[src/rtl/tmds_rx_channel_decoder.sv]
// TMDS receive channel decoder: word alignment search and 10b -> 8b decode for one TMDS lane.
//
// Alignment is found by watching for a run of LOCK_TOKENS consecutive control tokens. Without
// such a run inside SEARCH_WINDOW cycles the decoder pulses O_bitslip so the deserializer rotates
// its word boundary. It then idles BITSLIP_WAIT cycles and searches again. Once locked, lock is
// only dropped when no completed token run is seen for SEARCH_WINDOW cycles. No bitslip is
// issued when lock is lost this way.
//
// Ports:
//   I_rgb_clk    pixel clock, rising edge
//   I_rst_n      asynchronous active-low reset
//   I_tmds_word  deserialized 10-bit word (bit 0 first on the wire)
//   O_bitslip    one-cycle request for a 1-bit word rotation
//   O_aligned    lane is word-aligned
//   O_de         recovered data enable
//   O_c          recovered control bits {C1,C0}
//   O_data       decoded pixel byte
// Latency from I_tmds_word to O_aligned/O_de/O_c/O_data is 2 cycles.
module tmds_rx_channel_decoder #(
  parameter int unsigned LOCK_TOKENS   = 8,
  parameter int unsigned SEARCH_WINDOW = 4096,
  parameter int unsigned BITSLIP_WAIT  = 16
) (
  input  logic       I_rgb_clk,
  input  logic       I_rst_n,
  input  logic [9:0] I_tmds_word,
  output logic       O_bitslip,
  output logic       O_aligned,
  output logic       O_de,
  output logic [1:0] O_c,
  output logic [7:0] O_data
);

  localparam int unsigned TokW  = $clog2(LOCK_TOKENS + 1);
  localparam int unsigned WinW  = $clog2(SEARCH_WINDOW + 1);
  localparam int unsigned WaitW = $clog2(BITSLIP_WAIT + 1);

  localparam logic [TokW-1:0]  TokFull = TokW'(LOCK_TOKENS);
  localparam logic [WinW-1:0]  WinLast = WinW'(SEARCH_WINDOW - 1);
  localparam logic [WaitW-1:0] WaitLast = WaitW'(BITSLIP_WAIT - 1);

  typedef enum logic [1:0] {StSearch, StSlip, StWait, StLocked} state_e;

  state_e           state_q, state_d;
  logic [9:0]       w1_q;
  logic [TokW-1:0]  tok_run_q, tok_run_d, tok_run_nx;
  logic [WinW-1:0]  win_q, win_d;
  logic [WaitW-1:0] wait_q, wait_d;

  logic       is_tok;
  logic [1:0] tok_c;
  logic [7:0] q, d, q_x;
  logic       run_done;
  logic       aligned_nx, de_nx;
  logic [1:0] c_nx;
  logic [7:0] data_nx;

  // Stage 1 input register.
  always_ff @(posedge I_rgb_clk or negedge I_rst_n) begin
    if (!I_rst_n) begin
      w1_q <= '0;
    end else begin
      w1_q <= I_tmds_word;
    end
  end

  // Control token detection.
  always_comb begin
    is_tok = 1'b1;
    tok_c  = 2'b00;
    case (w1_q)
      10'b1101010100: tok_c = 2'b00;
      10'b0010101011: tok_c = 2'b01;
      10'b0101010100: tok_c = 2'b10;
      10'b1010101011: tok_c = 2'b11;
      default:        is_tok = 1'b0;
    endcase
  end

  // Data decode: undo the optional inversion (bit 9), then the XOR/XNOR chain (bit 8).
  always_comb begin
    q      = w1_q[9] ? ~w1_q[7:0] : w1_q[7:0];
    q_x    = '0;
    q_x[7:1] = q[7:1] ^ q[6:0];
    d      = '0;
    d[0]   = q[0];
    d[7:1] = w1_q[8] ? q_x[7:1] : ~q_x[7:1];
  end

  // Alignment FSM and counters.
  always_comb begin
    state_d   = state_q;
    tok_run_d = tok_run_q;
    win_d     = win_q;
    wait_d    = wait_q;

    if (!is_tok) begin
      tok_run_nx = '0;
    end else if (tok_run_q == TokFull) begin
      tok_run_nx = tok_run_q;
    end else begin
      tok_run_nx = tok_run_q + 1'b1;
    end
    run_done = (tok_run_nx == TokFull);

    unique case (state_q)
      StSearch: begin
        tok_run_d = tok_run_nx;
        // A completed run takes priority over an expiring window.
        if (run_done) begin
          state_d = StLocked;
          win_d   = '0;
        end else if (win_q == WinLast) begin
          state_d = StSlip;
          win_d   = '0;
        end else begin
          win_d = win_q + 1'b1;
        end
      end
      StSlip: begin
        state_d   = StWait;
        tok_run_d = '0;
        win_d     = '0;
        wait_d    = '0;
      end
      StWait: begin
        // Deserializer output is still settling; input is ignored.
        tok_run_d = '0;
        win_d     = '0;
        if (wait_q == WaitLast) begin
          state_d = StSearch;
          wait_d  = '0;
        end else begin
          wait_d = wait_q + 1'b1;
        end
      end
      StLocked: begin
        tok_run_d = tok_run_nx;
        if (run_done) begin
          win_d = '0;
        end else if (win_q == WinLast) begin
          state_d = StSearch;
          win_d   = '0;
        end else begin
          win_d = win_q + 1'b1;
        end
      end
      default: begin
        state_d   = StSearch;
        tok_run_d = '0;
        win_d     = '0;
        wait_d    = '0;
      end
    endcase

    // Outputs follow the post-transition state so lock shows with the word that completed it.
    aligned_nx = (state_d == StLocked);
    de_nx      = aligned_nx & ~is_tok;
    data_nx    = de_nx ? d : 8'h00;
    c_nx       = (is_tok && aligned_nx) ? tok_c : O_c;
  end

  always_ff @(posedge I_rgb_clk or negedge I_rst_n) begin
    if (!I_rst_n) begin
      state_q   <= StSearch;
      tok_run_q <= '0;
      win_q     <= '0;
      wait_q    <= '0;
      O_aligned <= 1'b0;
      O_de      <= 1'b0;
      O_c       <= 2'b00;
      O_data    <= 8'h00;
    end else begin
      state_q   <= state_d;
      tok_run_q <= tok_run_d;
      win_q     <= win_d;
      wait_q    <= wait_d;
      O_aligned <= aligned_nx;
      O_de      <= de_nx;
      O_c       <= c_nx;
      O_data    <= data_nx;
    end
  end

  // Decoded from state so it drops as soon as reset asserts.
  assign O_bitslip = (state_q == StSlip);

endmodule

[config.mk]
export PLATFORM = sky130hd
export DESIGN_NAME = tmds_rx_channel_decoder
export DESIGN_NICKNAME = d
export VERILOG_FILES = /design/src/rtl/tmds_rx_channel_decoder.sv
export SDC_FILE = /design/constraint.sdc
export NUM_CORES = 1
export LEC_CHECK = 0
export BUFFER_PORTS_ARGS = -buffer_cell sky130_fd_sc_hd__buf_2
export CAP_MARGIN = 20
export CORE_MARGIN = 2
export CORE_UTILIZATION = 50
export DETAILED_ROUTE_END_ITERATION = 6
export MAX_ROUTING_LAYER = met4
export PLACE_DENSITY = 0.73
export SYNTH_ARGS = -nofsm -noshare
export SYNTH_HDL_FRONTEND = slang
export SYNTH_SLANG_ARGS = --single-unit
[constraint.sdc]
create_clock -name I_rgb_clk -period 2.5 [get_ports I_rgb_clk]
set_input_delay 0.25 -clock I_rgb_clk [delete_from_list [all_inputs] [get_ports I_rgb_clk]]
set_output_delay 0.25 -clock I_rgb_clk [all_outputs]
set_load 0.01 [all_outputs]
==> results of run 1 <==
[registers in the layout (all words and copies together), names as in the netlist]
name	count
O_data	8
O_aligned	1
O_de	1
wait_q	5
w1_q	10
win_q	13
O_c	2
tok_run_q	4
state_q	2
[stage by stage]
| step | hold WS, ns | instances | utilization | area [µm²] |
|---|---|---|---|---|
| 6_report | 0.03818 | 301 | 0.5905 | 2589 |
| 5_1_grt | 0.01513 | 301 | 0.5905 | 2589 |
| 4_1_cts | 0.02663 | 299 | 0.5836 | 2559 |
| 3_5_place_dp | 0.3593 | 291 | 0.5614 | 2461 |
| 3_3_place_gp | 0.3572 | 291 | 0.5614 | 2461 |
| 2_1_floorplan | -0.04559 | 218 | - | 2288 |
[critical path: cells and delay by family, from the launching register on]
kind / cells / cell delay (ns)
multiplexers: 1 / 0.34
adder cells (fa/ha/maj): 1 / 0.30
AO/OA/AOI/OAI: 1 / 0.20
AND/OR/NAND/NOR: 4 / 0.78
flip-flops: 1 / 0.43
[cell type report]
type	count	share of cell area
flip-flops and latches	46	0.4447
well taps	52	0.02513
clock inverters	3	0.01112
multi-input cells	147	0.4012
clock buffers	5	0.02658
inverters	21	0.03045
repair buffers	27	0.06090
[synth_stat cells, drive strengths merged]
| cell type | number | area, µm² |
|---|---|---|
| dfrtp | 46 | 1151 |
| nor2 | 30 | 115.1 |
| inv | 21 | 78.83 |
| xnor2 | 17 | 148.9 |
| ha | 16 | 200.2 |
| nand3 | 14 | 80.08 |
| o21ai | 11 | 58.80 |
| nand2 | 7 | 26.28 |
| nor3 | 6 | 30.03 |
| xor2 | 6 | 52.55 |
| and3 | 5 | 31.28 |
| and2 | 4 | 25.02 |
| nand4 | 4 | 31.28 |
| nor3b | 3 | 22.52 |
| or3 | 3 | 18.77 |
| a21bo | 2 | 20.02 |
| a21oi | 2 | 13.76 |
| buf | 2 | 12.51 |
| clkbuf | 2 | 7.510 |
| mux2i | 2 | 20.02 |
| nand3b | 2 | 15.01 |
| a211oi | 1 | 7.510 |
| a21boi | 1 | 7.510 |
| a21o | 1 | 7.510 |
| a31oi | 1 | 6.260 |
| a32oi | 1 | 8.760 |
| mux2 | 1 | 11.26 |
| nand4b | 1 | 8.760 |
| nor2b | 1 | 6.260 |
| nor4 | 1 | 21.27 |
| o21bai | 1 | 18.77 |
| o31ai | 1 | 7.510 |
| o32ai | 1 | 8.760 |
| or3b | 1 | 8.760 |
[power by group through the flow]
stage / Clock [W] / Combinational (W) / Sequential, W
after floorplan: 0 / 0.0000347 / 0.000773
after global placement: 0 / 0.0000566 / 0.000776
after detailed placement: 0 / 0.0000581 / 0.000777
after CTS: 0.000505 / 0.0000584 / 0.000762
after global routing: 0.000535 / 0.0000724 / 0.000764
final: 0.000483 / 0.0000614 / 0.000762
[what timing repair did]
| item | CTS | global route |
|---|---|---|
| buffers inserted | 0 | 0 |
| endpoints found under the hold margin | 0 | 9 |
| hold buffers | 0 | 1 |
[how the worst max path moves through the flow]
stage	end	slack, ns	cells past startpoint
6_report	O_c[1]$_DFFE_PN0P_	0.34	7
5_1_grt	O_c[1]$_DFFE_PN0P_	0.17	7
4_1_cts	O_c[1]$_DFFE_PN0P_	0.35	7
3_5_place_dp	O_c[1]$_DFFE_PN0P_	0.36	7
3_3_place_gp	O_c[1]$_DFFE_PN0P_	0.44	7
2_1_floorplan	O_c[1]$_DFFE_PN0P_	0.56	7
[cells by family after synthesis]
logic type / Yosys count / synth area share
flops: 46 / 0.5030
fa+ha+maj: 16 / 0.08748
compound gates: 23 / 0.07218
simple gates: 82 / 0.1925
buf+inv: 25 / 0.04320
mux: 3 / 0.01367
xor+xnor: 23 / 0.08802
[layer usage]
metal	wire, µm	GRT usage	up-vias
met2	1783	0.2757	32
met5	0	-	-
met3	187	0.06610	9
li1	-	-	783
met1	1676	0.2100	761
met4	82	0.07547	0
==> summary.txt, run 1 <==
Outcome
  – Status: finished clean

Worst setup path
  – Critical-path maximum fanout: 6
  – CP startpoint kind: flip-flop
  – R2R Path End: O_c[1]$_DFFE_PN0P_
  – Crit end category: flip-flop
  – Slowest stage delay, CP: roughly 0.43 ns
  – Flop-to-flop setup slack: 0.34 ns
  – Arrival time worst endpoint: 2.35 ns
  – Crit-path cells: ha_1 > nand4_1 > nor4_4 > mux2i_1 > o21bai_4 > nor2_1 > or3b_1
  – Req. time, crit path: ~2.7 ns
  – Crit path from: win_q[0]$_DFF_PN0_
  – Worst reg2reg path startpoint: win_q[0]$_DFF_PN0_
  – Critical path type: flip-flop to flip-flop
  – Slowest cell on the critical path: dfrtp_1
  – Path depth of the worst reg2reg path: 7

Clock network
  – Clock transition at path regs: about 0.09 ns
  – CTS tree: yes
  – CTS sink cnt: 46
  – Clk root buf: clkbuf_8
  – H-tree lvl count: 2
  – Num CTS Buffers: 5
  – Clk buf depth: 2
  – Post-CTS sizing: 0
  – Clock latency on the worst-skew pair: between 0.3 and 0.4 ns

Timing
  – Final setup viols: 0
  – Sum of negative setup slack: 0 ns
  – FMAX: about 460 MHz
  – Fin crit period: 2.156 ns
  – Worst rel slew slack: 0.7333
  – Final Hold Viols: 0
  – Slew @ Worst Pin: 0.4000 ns
  – Tcrit/Tclk final: 0.8625
  – Clk_skew: slightly above 0.008 ns
  – Setup WS post-layout: 0.3438 ns
  – Max Slew Vio Count: 0
  – RSZ-0062 raised after global routing: false

Routing
  – Final antenna-violating net count: 0
  – Overall routed net length: between 3000 and 4000 µm
  – Vias: around 1.6k
  – TritonRoute pass-1 iters: 4
  – Number of DRC markers in iteration 0: 43
  – DRC viols: 0
  – Vias/cell: ~5.3
  – Routed length per instance: 12.39 µm

Logic synthesis
  – Average size of a mapped cell: about 10 µm²
  – Synth unique cells: between 40 and 50
  – Flops & latches, synth: 46
  – Post-synthesis cell area: ~2300 µm²
  – Mapped Cells: 218
  – YS warnings: 0
  – Register area share after synthesis: 0.5030
  – Post-synthesis net count: 246

Floorplan
  – Num ports: 25
  – Die Wd: 71.65 µm
  – Num rows: 24
  – Die area: 5134 µm²
  – Initial core utilization: 0.5220
  – Die Ht: a little over 70 µm
  – Core Area: between 4000 and 5000 µm²

Final layout
  – Final nets: roughly 280
  – Diode count: 0
  – Fraction of layout cells with a size suffix above 1: 0.1727
  – Reg area: 1151 µm²
  – Most common cell after layout, fill and taps aside: dfrtp_1
  – Multi-input combinational cell area: about 1000 µm²
  – Layout filler cell count: between 300 and 400
  – Area Overhead vs Synth: 13.12%
  – Most frequent cells in the layout: dfrtp_1, nor2_1, buf_2

Pwr
  – Leakage: roughly 1.3 nW
  – Switching portion of total power: 0.2408
  – Clk pwr share: 0.369
  – Comb pwr share: 0.047
  – Peak supply drop: around 0.32 mV
  – PD cells: between 500 and 600 nW/µm²
  – PnR Total Power: about 0.0013 W
  – Internal power: around 0.00099 W
  – Seq pwr share: 0.583
  – Sw Pwr: approximately 0.00031 W

Hold path
  – Hold Startpoint: I_tmds_word[7]
  – Worst Hold Class: primary input to flip-flop
  – WHS Path Cells: 1
  – Hold-critical path endpoint: w1_q[7]$_DFF_PN0_

Global routing
  – GRT overflow: 0
  – GRT Total Usage: 0.1783
  – Vias in the first global route: roughly 1.6k
  – First-pass GRT wire length: around 6800 µm
  – Largest net degree at the start of global routing: between 40 and 50
  – Initial antenna violation count: 0

Place
  – DP Worst Slack: 0.3593 ns
  – DP Wirelength: about 2800 µm
  – Port bufs: 24
  – Gpl congestion: 0.9280

Run
  – Max Cap Viol: 0
Power figures use the tool's default switching activity.
==> run 2, diff against run 1 <==
--- a/config.mk
+++ b/config.mk
@@ -11,7 +11,7 @@
 export CORE_UTILIZATION = 50
 export DETAILED_ROUTE_END_ITERATION = 6
 export MAX_ROUTING_LAYER = met4
-export PLACE_DENSITY = 0.73
+export PLACE_DENSITY = 0.69
 export SYNTH_ARGS = -nofsm -noshare
 export SYNTH_HDL_FRONTEND = slang
 export SYNTH_SLANG_ARGS = --single-unit
==> run 2 against run 1 <==
  * Critical path depth did not move
  * Setup slack got worse by 0.011 ns
  * Hold slack improved by 0.012 ns
  * Total power rose by 6.4%
  * Final cell count did not move
  * Sequential share of layout area fell by 0.32 points
  * First-iteration DRC count rose by 100%
  * Routed wire length fell by 0.38%
  * Critical endpoint unchanged
==> summary.txt, run 2 (same netlist as run 1, synthesis figures left out) <==
Outcome
  – Status: finished clean

Routing
  – Number of DRC markers in iteration 0: 88
  – TritonRoute pass-1 iters: 4
  – Final antenna-violating net count: 0
  – Overall routed net length: 3716 µm
  – Vias: 1544
  – DRC viols: 0
  – Routed length per instance: ~12 µm
  – Vias/cell: 5.130

Worst setup path
  – Slowest cell on the critical path: dfrtp_1
  – Crit-path cells: ha_1 > nand4_1 > nor4_4 > mux2i_1 > o21bai_4 > nor2_1 > or3b_1
  – Crit end category: flip-flop
  – Critical-path maximum fanout: 6
  – Req. time, crit path: approximately 2.7 ns
  – Critical path type: flip-flop to flip-flop
  – CP startpoint kind: flip-flop
  – Arrival time worst endpoint: between 2 and 2.5 ns
  – Slowest stage delay, CP: about 0.43 ns

Timing
  – Final Hold Viols: 0
  – Tcrit/Tclk final: 0.8670
  – Fin crit period: ~2.2 ns
  – Slew @ Worst Pin: 0.4161 ns
  – Sum of negative setup slack: 0 ns
  – FMAX: roughly 460 MHz
  – Final setup viols: 0
  – Max Slew Vio Count: 0
  – Worst rel slew slack: 0.7226
  – Clk_skew: a little over 0.01 ns
  – RSZ-0062 raised after global routing: false

Pwr
  – Comb pwr share: 0.043
  – Leakage: about 1.3 nW
  – Clk pwr share: 0.409
  – PnR Total Power: between 0.001 and 0.0015 W
  – Peak supply drop: approximately 0.39 mV
  – Seq pwr share: 0.548
  – Internal power: roughly 0.0011 W
  – Sw Pwr: around 0.00030 W
  – PD cells: ~530 nW/µm²
  – Switching portion of total power: 0.2179

Place
  – Gpl congestion: between 0.8 and 0.9
  – Port bufs: 24
  – DP Wirelength: around 2700 µm

Clock network
  – Clk buf depth: 2
  – Clk root buf: clkbuf_8
  – CTS sink cnt: 46
  – CTS tree: yes
  – H-tree lvl count: 2
  – Clock transition at path regs: approximately 0.10 ns
  – Num CTS Buffers: 5
  – Post-CTS sizing: 0
  – Clock latency on the worst-skew pair: 0.30 ns

Floorplan
  – Die Wd: 71.65 µm
  – Num ports: 25
  – Num rows: 24
  – Die Ht: between 70 and 80 µm
  – Die area: between 5000 and 6000 µm²
  – Initial core utilization: 0.5220
  – Core Area: about 4400 µm²

Global routing
  – First-pass GRT wire length: just under 7000 µm
  – Vias in the first global route: approximately 1.6k
  – GRT Total Usage: 0.1732
  – GRT overflow: 0
  – Largest net degree at the start of global routing: 47
  – Initial antenna violation count: 0

Final layout
  – Biggest regs: win_q: 13 flops, w1_q: 10 flops, O_data: 8 flops
  – Fraction of layout cells with a size suffix above 1: 0.1727
  – Reg area: ~1200 µm²
  – Most frequent cells in the layout: dfrtp_1, nor2_1, buf_2
  – Multi-input combinational cell area: about 1000 µm²
  – Largest register FFs: 13
  – Diode count: 0
  – Area Overhead vs Synth: 13.94%
  – Most common cell after layout, fill and taps aside: dfrtp_1
  – Layout filler cell count: between 300 and 400
  – Final nets: around 280
  – Reg with most FFs: win_q

Hold path
  – Worst Hold Class: primary input to flip-flop

Run
  – Max Cap Viol: 0
run 2: cell types whose count changed in the layout (fill, tap and decap cells not counted), sizes merged:
| cell | delta |
|---|---|
| bufinv | +1 |
| clkinv | -1 |
run 2: what timing repair did:
action	4_1_cts	5_1_grt
buffers inserted	0	0
hold buffers	0	1
endpoints found under the hold margin	0	7
run 2: power groups by stage:
stage / Sequential, W / Clock [W] / Combinational (W)
final: 0.000762 / 0.000568 / 0.0000603
after global routing: 0.000764 / 0.000615 / 0.0000722
after CTS: 0.000762 / 0.000587 / 0.0000574
after detailed placement: 0.000777 / 0 / 0.0000572
after global placement: 0.000776 / 0 / 0.0000566
after floorplan: 0.000773 / 0 / 0.0000347
run 2: worst paths after layout:
path	startpoint	endpoint	slack, ns	cells after the start
max in group asynchronous	I_rst_n	O_data[0]$_DFF_PN0_	1.73	3
min in group asynchronous	I_rst_n	win_q[6]$_DFF_PN0_	0.31	2
setup / recovery	win_q[0]$_DFF_PN0_	O_c[1]$_DFFE_PN0P_	0.33	7
hold reg to reg	wait_q[3]$_DFFE_PN0P_	wait_q[3]$_DFFE_PN0P_	0.53	1
hold / removal	I_tmds_word[2]	w1_q[2]$_DFF_PN0_	0.05	1
setup reg to reg	win_q[0]$_DFF_PN0_	O_c[1]$_DFFE_PN0P_	0.33	7
run 2: stage by stage:
step | cells | hold WS (ns) | worst slack (ns) | util | instance area [µm²]
after floorplan | 218 | -0.04559 | 0.5620 | - | 2288
after global placement | 291 | 0.3576 | 0.4509 | 0.5614 | 2461
after detailed placement | 291 | 0.3593 | 0.3310 | 0.5614 | 2461
after CTS | 299 | 0.03889 | 0.3301 | 0.5879 | 2577
after global routing | 301 | 0.02628 | 0.1911 | 0.5947 | 2608
final | 301 | 0.05006 | 0.3324 | 0.5947 | 2608
run 2: area by class of cell:
class | instances | area share
clock inverter | 3 | 0.01823
multi-input combinational | 147 | 0.3983
timing repair buffer | 27 | 0.06046
clock buffer | 5 | 0.02639
inverter | 21 | 0.03023
tap | 52 | 0.02495
sequential | 46 | 0.4415
run 2: worst max-delay path, delay by kind of cell, from the launching register on:
kind	cells	cell delay, ns
AO/OA/AOI/OAI	1	0.20
multiplexers	1	0.35
AND/OR/NAND/NOR	4	0.79
flip-flops	1	0.43
adder cells (fa/ha/maj)	1	0.29
run 2: layer usage:
| layer | vias up | routed length, µm | share of wire | global-route usage |
|---|---|---|---|---|
| li1 | 783 | - | - | - |
| met1 | 733 | 1757 | 0.47 | 0.2157 |
| met2 | 22 | 1784 | 0.48 | 0.2757 |
| met3 | 6 | 116 | 0.031 | 0.04219 |
| met4 | 0 | 57 | 0.015 | 0.06289 |
| met5 | - | 0 | 0 | - |
